### config.mk
export PLATFORM = sky130hd
export DESIGN_NAME = datapath_ctrl_seq
export DESIGN_NICKNAME = d
export VERILOG_FILES = /design/src/rtl/datapath_ctrl_seq.sv
export SDC_FILE = /design/constraint.sdc
export NUM_CORES = 1
export LEC_CHECK = 0
export CAP_MARGIN = 10
export CELL_PAD_IN_SITES_DETAIL_PLACEMENT = 0
export CELL_PAD_IN_SITES_GLOBAL_PLACEMENT = 1
export CORE_UTILIZATION = 23
export DETAILED_ROUTE_END_ITERATION = 12
export HOLD_SLACK_MARGIN = 0.15
export PLACE_DENSITY = 0.9
export SLEW_MARGIN = 20
export SYNTH_ARGS = -nofsm -noshare
export SYNTH_HDL_FRONTEND = slang
export SYNTH_SLANG_ARGS = --single-unit
### constraint.sdc
create_clock -name clk -period 2.6 [get_ports clk]
set_clock_uncertainty 0.1 [all_clocks]
set_input_delay 0.52 -clock clk [delete_from_list [all_inputs] [get_ports clk]]
set_output_delay 0.52 -clock clk [all_outputs]
set_load 0.01 [all_outputs]
### src/rtl/datapath_ctrl_seq.sv
`default_nettype none
// ============================================================================
// Module      : datapath_ctrl_seq
// Description : Hardwired control sequencer for the 32-bit bus datapath.
//               Fetches an instruction, decodes the IR the datapath returns
//               and sequences the register/bus strobes of register-register
//               ALU/shift operations.
//               Optional feature macro: MULDIV_EN (adds mul/div sequencing
//               with LO/HI write-back through state T6).
// Revision    : 1.0 - initial release
// ============================================================================
module datapath_ctrl_seq #(
  parameter int MEM_TIMEOUT = 15,
  parameter int NREGS       = 16
) (
  input  logic             clk,
  input  logic             Clear,
  input  logic             Run,
  input  logic             mem_rdy,
  input  logic [31:0]      IR,
  output logic             PCout,
  output logic             IncPC,
  output logic             PCin,
  output logic             MARin,
  output logic             Read,
  output logic             MDRin,
  output logic             MDRout,
  output logic             IRin,
  output logic             Yin,
  output logic             Zin,
  output logic             Zlowout,
  output logic             Zhiout,
  output logic             LOin,
  output logic             HIin,
  output logic [NREGS-1:0] Rin,
  output logic [NREGS-1:0] Rout,
  output logic [4:0]       alu_op,
  output logic             Busy,
  output logic             Done,
  output logic             Fault
);

  typedef enum logic [3:0] {
    S_IDLE  = 4'd0,
    S_FAULT = 4'd1,
    S_T0    = 4'd2,
    S_T1    = 4'd3,
    S_T2    = 4'd4,
    S_T3    = 4'd5,
    S_T4    = 4'd6,
    S_T5    = 4'd7
`ifdef MULDIV_EN
    ,
    S_T6    = 4'd8
`endif
  } state_t;

  // Last wait-counter value that may still see mem_rdy before faulting.
  localparam logic [7:0] C_WAIT_LAST = 8'(MEM_TIMEOUT - 1);

  state_t     state_q, state_d;
  logic [7:0] cnt_q, cnt_d;

  logic [4:0]       w_opcode;
  logic [NREGS-1:0] w_ra_oh, w_rb_oh, w_rc_oh;
  logic             w_is_alu, w_is_md, w_legal;
  logic             unused_ir;

  assign w_opcode  = IR[31:27];
  assign w_ra_oh   = NREGS'(1) << IR[26:23];
  assign w_rb_oh   = NREGS'(1) << IR[22:19];
  assign w_rc_oh   = NREGS'(1) << IR[18:15];
  assign unused_ir = ^IR[14:0];

  // Opcode classification: 0..8 are ALU/shift ops, 15/16 are mul/div.
  assign w_is_alu = (w_opcode <= 5'd8);
`ifdef MULDIV_EN
  assign w_is_md  = (w_opcode == 5'd15) || (w_opcode == 5'd16);
`else
  assign w_is_md  = 1'b0;
`endif
  assign w_legal  = w_is_alu | w_is_md;

  // State and wait counter; Clear forces IDLE and a zero counter at once.
  always_ff @(posedge clk or negedge Clear) begin
    if (!Clear) begin
      state_q <= S_IDLE;
      cnt_q   <= 8'd0;
    end else begin
      state_q <= state_d;
      cnt_q   <= cnt_d;
    end
  end

  // Next-state logic and Moore strobes decoded from the current state.
  always_comb begin
    state_d = state_q;
    cnt_d   = cnt_q;
    PCout   = 1'b0;
    IncPC   = 1'b0;
    PCin    = 1'b0;
    MARin   = 1'b0;
    Read    = 1'b0;
    MDRin   = 1'b0;
    MDRout  = 1'b0;
    IRin    = 1'b0;
    Yin     = 1'b0;
    Zin     = 1'b0;
    Zlowout = 1'b0;
    Zhiout  = 1'b0;
    LOin    = 1'b0;
    HIin    = 1'b0;
    Rin     = '0;
    Rout    = '0;
    alu_op  = 5'd0;
    Done    = 1'b0;
    Fault   = 1'b0;
    Busy    = (state_q != S_IDLE) && (state_q != S_FAULT);

    case (state_q)
      S_IDLE: begin
        if (Run) state_d = S_T0;
      end
      S_T0: begin
        PCout   = 1'b1;
        MARin   = 1'b1;
        IncPC   = 1'b1;
        Zin     = 1'b1;
        cnt_d   = 8'd0;
        state_d = S_T1;
      end
      S_T1: begin
        Read  = 1'b1;
        MDRin = 1'b1;
        // The incremented PC is written back exactly once per fetch.
        if (cnt_q == 8'd0) begin
          Zlowout = 1'b1;
          PCin    = 1'b1;
        end
        if (mem_rdy) begin
          state_d = S_T2;
        end else if (cnt_q == C_WAIT_LAST) begin
          state_d = S_FAULT;
        end else begin
          cnt_d = cnt_q + 8'd1;
        end
      end
      S_T2: begin
        MDRout  = 1'b1;
        IRin    = 1'b1;
        state_d = S_T3;
      end
      S_T3: begin
        // An illegal opcode emits nothing here and parks in FAULT.
        if (w_legal) begin
          Rout    = w_rb_oh;
          Yin     = 1'b1;
          state_d = S_T4;
        end else begin
          state_d = S_FAULT;
        end
      end
      S_T4: begin
        Rout    = w_rc_oh;
        Zin     = 1'b1;
        alu_op  = w_opcode;
        state_d = S_T5;
      end
      S_T5: begin
        Zlowout = 1'b1;
`ifdef MULDIV_EN
        if (w_is_md) begin
          LOin    = 1'b1;
          state_d = S_T6;
        end else begin
          Rin     = w_ra_oh;
          Done    = 1'b1;
          state_d = Run ? S_T0 : S_IDLE;
        end
`else
        Rin     = w_ra_oh;
        Done    = 1'b1;
        state_d = Run ? S_T0 : S_IDLE;
`endif
      end
`ifdef MULDIV_EN
      S_T6: begin
        Zhiout  = 1'b1;
        HIin    = 1'b1;
        Done    = 1'b1;
        state_d = Run ? S_T0 : S_IDLE;
      end
`endif
      S_FAULT: begin
        Fault = 1'b1;
      end
      default: begin
        state_d = S_IDLE;
      end
    endcase
  end

endmodule
`default_nettype wire

==> results of run 1 <==
## state kept, by name (all words and copies together), names as in the netlist
register	cells
cnt_q	8
state_q	3
## routing by layer
layer / part of all wire / GRT usage / up-vias
met5: 0 / 0 / -
met2: 0.49 / 0.249 / 54
met1: 0.44 / 0.164 / 761
met4: 0.012 / 0.0545 / 0
li1: - / - / 797
met3: 0.053 / 0.0134 / 5
## worst paths after layout
path | start | end | slack [ps] | cells past startpoint
worst max-delay path | IR[26] | Rin[6] | 20 | 5
worst min-delay path | cnt_q[2]$_DFFE_PN0P_ | cnt_q[2]$_DFFE_PN0P_ | 480 | 1
worst max register to register | state_q[0]$_DFFE_PN0P_ | cnt_q[6]$_DFFE_PN0P_ | 460 | 7
worst min register to register | cnt_q[2]$_DFFE_PN0P_ | cnt_q[2]$_DFFE_PN0P_ | 480 | 1
max in group asynchronous | Clear | state_q[1]$_DFFE_PN0P_ | 1510 | 1
min in group asynchronous | Clear | cnt_q[1]$_DFFE_PN0P_ | 520 | 1
## cell usage in the layout (no fill, tap or decap), drive strengths merged, types with 4 or more instances in the layout
cell type / instances
nor3: 7
nand2b: 6
clkdlybuf4s50: 29
o22ai: 11
buf: 38
or3: 4
o21ai: 8
clkdlybuf4s15: 6
dfrtp: 11
dlygate4sd2: 21
o31ai: 4
nand3b: 7
nand2: 11
dlymetal6s2s: 7
clkbuf: 6
and2: 7
inv: 8
a21oi: 5
nand3: 7
nor2: 17
## cell families (layout without fill, tap and decap cells)
kind of cell    count (synthesis)  after routing
buf+inv                        21            115
simple gates                   83             83
flops                          11             11
fa+ha+maj                       3              3
compound gates                 45             45
other cells                     1              3
## worst reg2reg max path: cells and delay by family, from the launching register on
kind,cells,cell delay [ps]
simple gates,2,680
buf+inv,3,490
compound gates,2,400
flops,1,390
## through the flow
stage | hold WS [ps] | instance area, sq um | setup slack, ps
finish | 477 | 2260 | 24.5
global route | 505 | 2260 | -20.9
CTS | 472 | 2220 | 9.46
detailed placement | 467 | 2160 | -670
global placement | 453 | 2160 | -593
floorplan | 124 | 1230 | 130
## power by group through the flow
| stage | clock (mW) | sequential [mW] | combinational, mW |
|---|---|---|---|
| final | 0.172 | 0.172 | 0.0876 |
| after global routing | 0.189 | 0.171 | 0.0944 |
| after CTS | 0.179 | 0.171 | 0.0858 |
| after detailed placement | 0 | 0.174 | 0.0850 |
| after global placement | 0 | 0.174 | 0.0841 |
| after floorplan | 0 | 0.174 | 0.0224 |
## timing repair
item                                    in CTS  in global routing
resized for setup                           70                 20
endpoints found under the setup margin      30                 24
hold buffers                                 0                  0
pin swaps                                    6                  3
buffers inserted                             0                  2
## area by class of cell
| type | count | area share |
|---|---|---|
| repair buffers | 103 | 0.399 |
| well taps | 70 | 0.0387 |
| clock buffers | 4 | 0.0199 |
| multi-input cells | 134 | 0.407 |
| inverters | 8 | 0.0133 |
| flip-flops and latches | 11 | 0.122 |
==> tab_implementation.tex, run 1 <==
\begin{tabular}{lr}
\hline
Metric & Value \\
\hline
\multicolumn{2}{l}{\textbf{Synthesis}} \\
Number of enable-type register cells in the synthesized netlist & 0 \\
Cell Area, Synth & 1230 sq um \\
Most frequently used cell type in the post-synthesis netlist & sky130\_fd\_sc\_hd\_\_nor2\_1 \\
Post-Synth Adder-Cell Area & 0.0306 \\
Main flop type after synthesis & sky130\_fd\_sc\_hd\_\_dfrtp\_1 \\
Avg Cell Area, Syn & 7.48 sq um \\
Number of distinct library cells after synthesis & 46 \\
Synthesized-area fraction occupied by and/or/nand/nor cells & 0.387 \\
Async set-reset flop share out of synthesis & 1.00 \\
Commonest cells in the netlist & sky130\_fd\_sc\_hd\_\_nor2\_1, sky130\_fd\_sc\_hd\_\_dfrtp\_1, sky130\_fd\_sc\_hd\_\_nand2\_1, sky130\_fd\_sc\_hd\_\_o22ai\_1 \\
Mux cell area share after synthesis & 0 \\
Dominant combinational cell family by area after synthesis & simple AND/OR/NAND/NOR gates \\
Synth area leader & sky130\_fd\_sc\_hd\_\_dfrtp\_1 \\
Share of the synthesized area in the top cell type & 0.224 \\
Yosys synthesis warning count & 0 \\
Synth Area in Compound Gates & 0.254 \\
Number of synthesized register bits & 11 \\
Biggest area contributors in the synthesized netlist & sky130\_fd\_sc\_hd\_\_dfrtp\_1, sky130\_fd\_sc\_hd\_\_o22ai\_1, sky130\_fd\_sc\_hd\_\_nor2\_1 \\
Synthesized netlist cell count & 164 \\
Post-synthesis share of cell area spent on xor and xnor gates & 0 \\
Sequential fraction of the synthesis area & 0.224 \\
\multicolumn{2}{l}{\textbf{GRT}} \\
Gr usage total & 0.137 \\
Wire length of the first global-routing pass & 5920 microns \\
Initial antenna violation count & 0 \\
Via count of the first global-routing pass & 1397 \\
Aggregate global routing overflow & 0 \\
Pin count of the biggest net entering global routing & 13 \\
\multicolumn{2}{l}{\textbf{Die}} \\
Vert. Die Dim & 75.0 microns \\
Num ports & 90 \\
Die area & 5630 sq um \\
Chip Width & 75.0 microns \\
Area of the core & 5110 sq um \\
Effective utilization at floorplan & 0.240 \\
Number of rows in the core area & 26 \\
\multicolumn{2}{l}{\textbf{Timing}} \\
Number of pins exceeding their max-slew limit in the final report & 0 \\
Minimum period implied by the final worst setup slack & 2580 ps \\
Count of endpoints failing hold in the final timing report & 0 \\
Total setup violations reported at the end of the flow & 0 \\
Worst relative slew slack & 0.549 \\
Highest clock rate & 0.388 GHz \\
Final cycle utilization of the critical path & 0.991 \\
Unrepaired setup endpoints after global routing & true \\
Transition time at the pin with the least slew margin & 667 ps \\
Setup TNS & 0 ps \\
\multicolumn{2}{l}{\textbf{Pwr}} \\
Combinational share of power & 0.203 \\
Part of the total power dissipated in sequential elements & 0.398 \\
Pint & 326 uW \\
Switching power summed over all nets & 105 uW \\
Leakage power & 1.14 nW \\
PD cells & 190 nW/um\^{}2 \\
Power consumption & 431 uW \\
Clk pwr share & 0.399 \\
Switching share of power & 0.244 \\
Maximum vdd drop & 0.138 mV \\
\multicolumn{2}{l}{\textbf{Setup path}} \\
Arrival time of the worst setup path & 1960 ps \\
Cell at the slowest stage of the critical path & sky130\_fd\_sc\_hd\_\_clkdlybuf4s50\_1 \\
Sum of buffers and inverters on the critical path & 3 \\
Gate family responsible for the most delay along the worst path & buffers and inverters \\
Crit Path Max Fanout & 4 \\
Classification of the worst setup path & input port to output port \\
Worst EP required & 1980 ps \\
Startpoint types & input port \\
Library cell appearing most often on the critical path & sky130\_fd\_sc\_hd\_\_clkdlybuf4s50\_1 \\
Crit path cell chain & clkdlybuf4s50\_1, buf\_4, nand3b\_1, nor2\_1, clkdlybuf4s50\_1 \\
Slowest stage delay, CP & 540 ps \\
CP Capture Type & output port \\
\multicolumn{2}{l}{\textbf{Cells and area}} \\
Register area & 277 sq um \\
Final-layout fill cell count & 521 \\
Count of antenna diodes in the layout & 0 \\
Multi-input gate area in the final layout & 922 sq um \\
Final Instance Count excl. Fillers & 330 \\
Layout-stage area growth over the synthesis result & 84.7\% \\
Proportion of layout cells with a drive suffix above 1 & 0.269 \\
Net count reported at finish & 300 \\
Fin util & 0.443 \\
\multicolumn{2}{l}{\textbf{Clock tree}} \\
Root buffer cell & sky130\_fd\_sc\_hd\_\_clkbuf\_8 \\
Longest Clk Path Bufs & 2 \\
Number of buffers created by CTS & 3 \\
TritonCTS clock tree & built \\
Later-pin clock latency in the skew report & 240 ps \\
Number of sinks on the clock net & 11 \\
Clock slew seen by the registers of the worst setup and hold paths & 50 ps \\
\# H-tree levels & 1 \\
\multicolumn{2}{l}{\textbf{Detailed routing}} \\
First drt pass iteration count & 4 \\
Number of antenna-violating nets in the routed design & 0 \\
Overall via count from detail\_route & 1617 \\
DRC & 0 \\
WL per Instance & 12.6 microns \\
Total Wirelength & 4150 microns \\
First DRT Iteration DRCs & 23 \\
Via density per instance & 4.90 \\
\multicolumn{2}{l}{\textbf{Placement}} \\
Placed cell count & 324 \\
Number of buffers added on ports & 71 \\
Last weighted congestion value of the routability-driven placer & 0.791 \\
Half-perimeter wire length after detailed placement & 3300 microns \\
\multicolumn{2}{l}{\textbf{Worst hold path}} \\
Hold Crit Class & flip-flop to flip-flop \\
\multicolumn{2}{l}{\textbf{Flow run}} \\
Max-capacitance violation count & 0 \\
\multicolumn{2}{l}{\textbf{Outcome}} \\
Run status & complete, no violations \\
\hline
\end{tabular}
(Power assumes the default switching activity.)
==> run 2: changes to the inputs <==
Settings changed: HOLD_SLACK_MARGIN 0.15 to 0.06.
==> results of run 2 <==
Final layout, timing and power as in run 1 (identical DEF).
==> edit 1 (settings of run 1) <==
`NREGS`: 16 -> 8.
--- a/src/rtl/datapath_ctrl_seq.sv
+++ b/src/rtl/datapath_ctrl_seq.sv
@@ -13,3 +13,3 @@
   parameter int MEM_TIMEOUT = 15,
-  parameter int NREGS       = 16
+  parameter int NREGS       = 8
 ) (
Ports: changed (resized Rin and Rout); port bits go from 90 to 74. No check against the original RTL was run, so the function may have changed too.
==> edit 1 against run 1 <==
- routed wire length shrank 32%
- sequential cell count unchanged
- synthesized area is 15% lower
- setup slack got worse by 0.015 ns
- design area is 22% lower
- count of clock-buffer cells in the layout is the same
- critical endpoint is now Rout[2]
- highest routed layer is now met3
Power is left out: it rests on default switching activity, and per cell area and clock period it moved more than threefold.
==> edit 1: results (changes against run 1) <==
GRT
  – Met1 track demand over resource in global routing: 15.00% (was 16.44%)
  – Fraction of met2 tracks used by global routing: 18.55% (was 24.92%)
  – Tot GR Track Use: 11.31% (was 13.68%)
  – Wire length of the first global-routing pass: 4567 um (was 5920 um)
  – GR Util met3: 3.052% (was 1.339%)

STA
  – Transition time at the pin with the least slew margin: 0.4990 ns (was 0.6673 ns)
  – Period utilization: 99.62% (was 99.06%)

Min path
  – Worst Hold Launch: cnt_q[7]$_DFFE_PN0P_ (was cnt_q[2]$_DFFE_PN0P_)
  – Terminating pin of the worst hold path: cnt_q[7]$_DFFE_PN0P_ (was cnt_q[2]$_DFFE_PN0P_)

Synth
  – Top cells by count, synth: sky130_fd_sc_hd__nor2_1 (14), sky130_fd_sc_hd__nand2_1 (12), sky130_fd_sc_hd__dfrtp_1 (11) (was sky130_fd_sc_hd__nor2_1 (17), sky130_fd_sc_hd__dfrtp_1 (11), sky130_fd_sc_hd__nand2_1 (11), sky130_fd_sc_hd__o22ai_1 (11))
  – Sequential element share of the synthesized area: 26.35% (was 22.45%)
  – Multiplexer share of the synthesized area: 2.994% (was 0%)
  – Top area cells in the synthesized netlist: sky130_fd_sc_hd__dfrtp_1 (26%), sky130_fd_sc_hd__buf_4 (5.7%), sky130_fd_sc_hd__nor2_1 (5.0%) (was sky130_fd_sc_hd__dfrtp_1 (22%), sky130_fd_sc_hd__o22ai_1 (5.6%), sky130_fd_sc_hd__nor2_1 (5.2%))
  – Cell count after synthesis: 136 (was 164)
  – Arithmetic-cell share of the synthesized area counting full adders, half adders and majority gates: 3.593% (was 3.061%)

Route
  – Via total after detailed routing: 1174 (was 1617)
  – WL met3: 192 um (was 221 um)
  – DR top layer: met3 (was met4)
  – Met2 routed wirelength: 1304 um (was 2053 um)
  – Detailed-route wire length on metal 1: 1321 um (was 1825 um)
  – Final routed wire length divided by cell count: 11.14 um (was 12.58 um)

Worst setup path
  – Launch point of the critical path: IR[28] (was IR[26])
  – Worst reg2reg startpoint: cnt_q[4]$_DFFE_PN0P_ (was state_q[0]$_DFFE_PN0P_)
  – R2R Path End: cnt_q[2]$_DFFE_PN0P_ (was cnt_q[6]$_DFFE_PN0P_)
  – Worst reg2reg setup slack: 0.72 ns (was 0.46 ns)
  – Crit path to: Rout[2] (was Rin[6])

Placed design
  – Global placement routability congestion: 0.8096 (was 0.7914)
  – Setup Slack @ Placement: -0.8083 ns (was -0.6700 ns)
  – DP Area: 1673 um2 (was 2163 um2)
  – IO buf count: 55 (was 71)

Status
  – Run status: finished clean (unchanged)

Layout
  – Antenna diode count: 0 (unchanged)
  – Final net count: 241 (was 300)
  – Filler Cell Count: 469 (was 521)
  – Share of post-route cells with drive strength above 1: 22.89% (was 26.92%)

Clock tree
  – Resized cells post-CTS: 59 (was 70)
-- edit 1: layout make-up --
cell class	instances	area share [%]
clock buffer	4	2.557
tap	52	3.693
inverter	8	1.989
sequential	11	15.62
multi-input combinational	107	40.13
timing repair buffer	71	36.01
-- edit 1: critical path: stages --
cell                       delay [ns]
sky130_fd_sc_hd__buf_6           0.09
sky130_fd_sc_hd__o31a_1          0.31
sky130_fd_sc_hd__or4_4           0.54
sky130_fd_sc_hd__clkinv_4        0.08
sky130_fd_sc_hd__nand2_4         0.06
sky130_fd_sc_hd__o41ai_2         0.19
sky130_fd_sc_hd__buf_2           0.18
-- edit 1: stage by stage --
stage                     hold WS (ns)  setup TNS (ns)  utilization (%)
after floorplan                 0.1244               0                -
after global routing            0.4548        -0.07996            40.46
after global placement          0.3760          -6.386            38.42
final                           0.4212               0            40.46
after CTS                       0.4238       -0.002926            39.86
after detailed placement        0.4013          -6.667            38.42
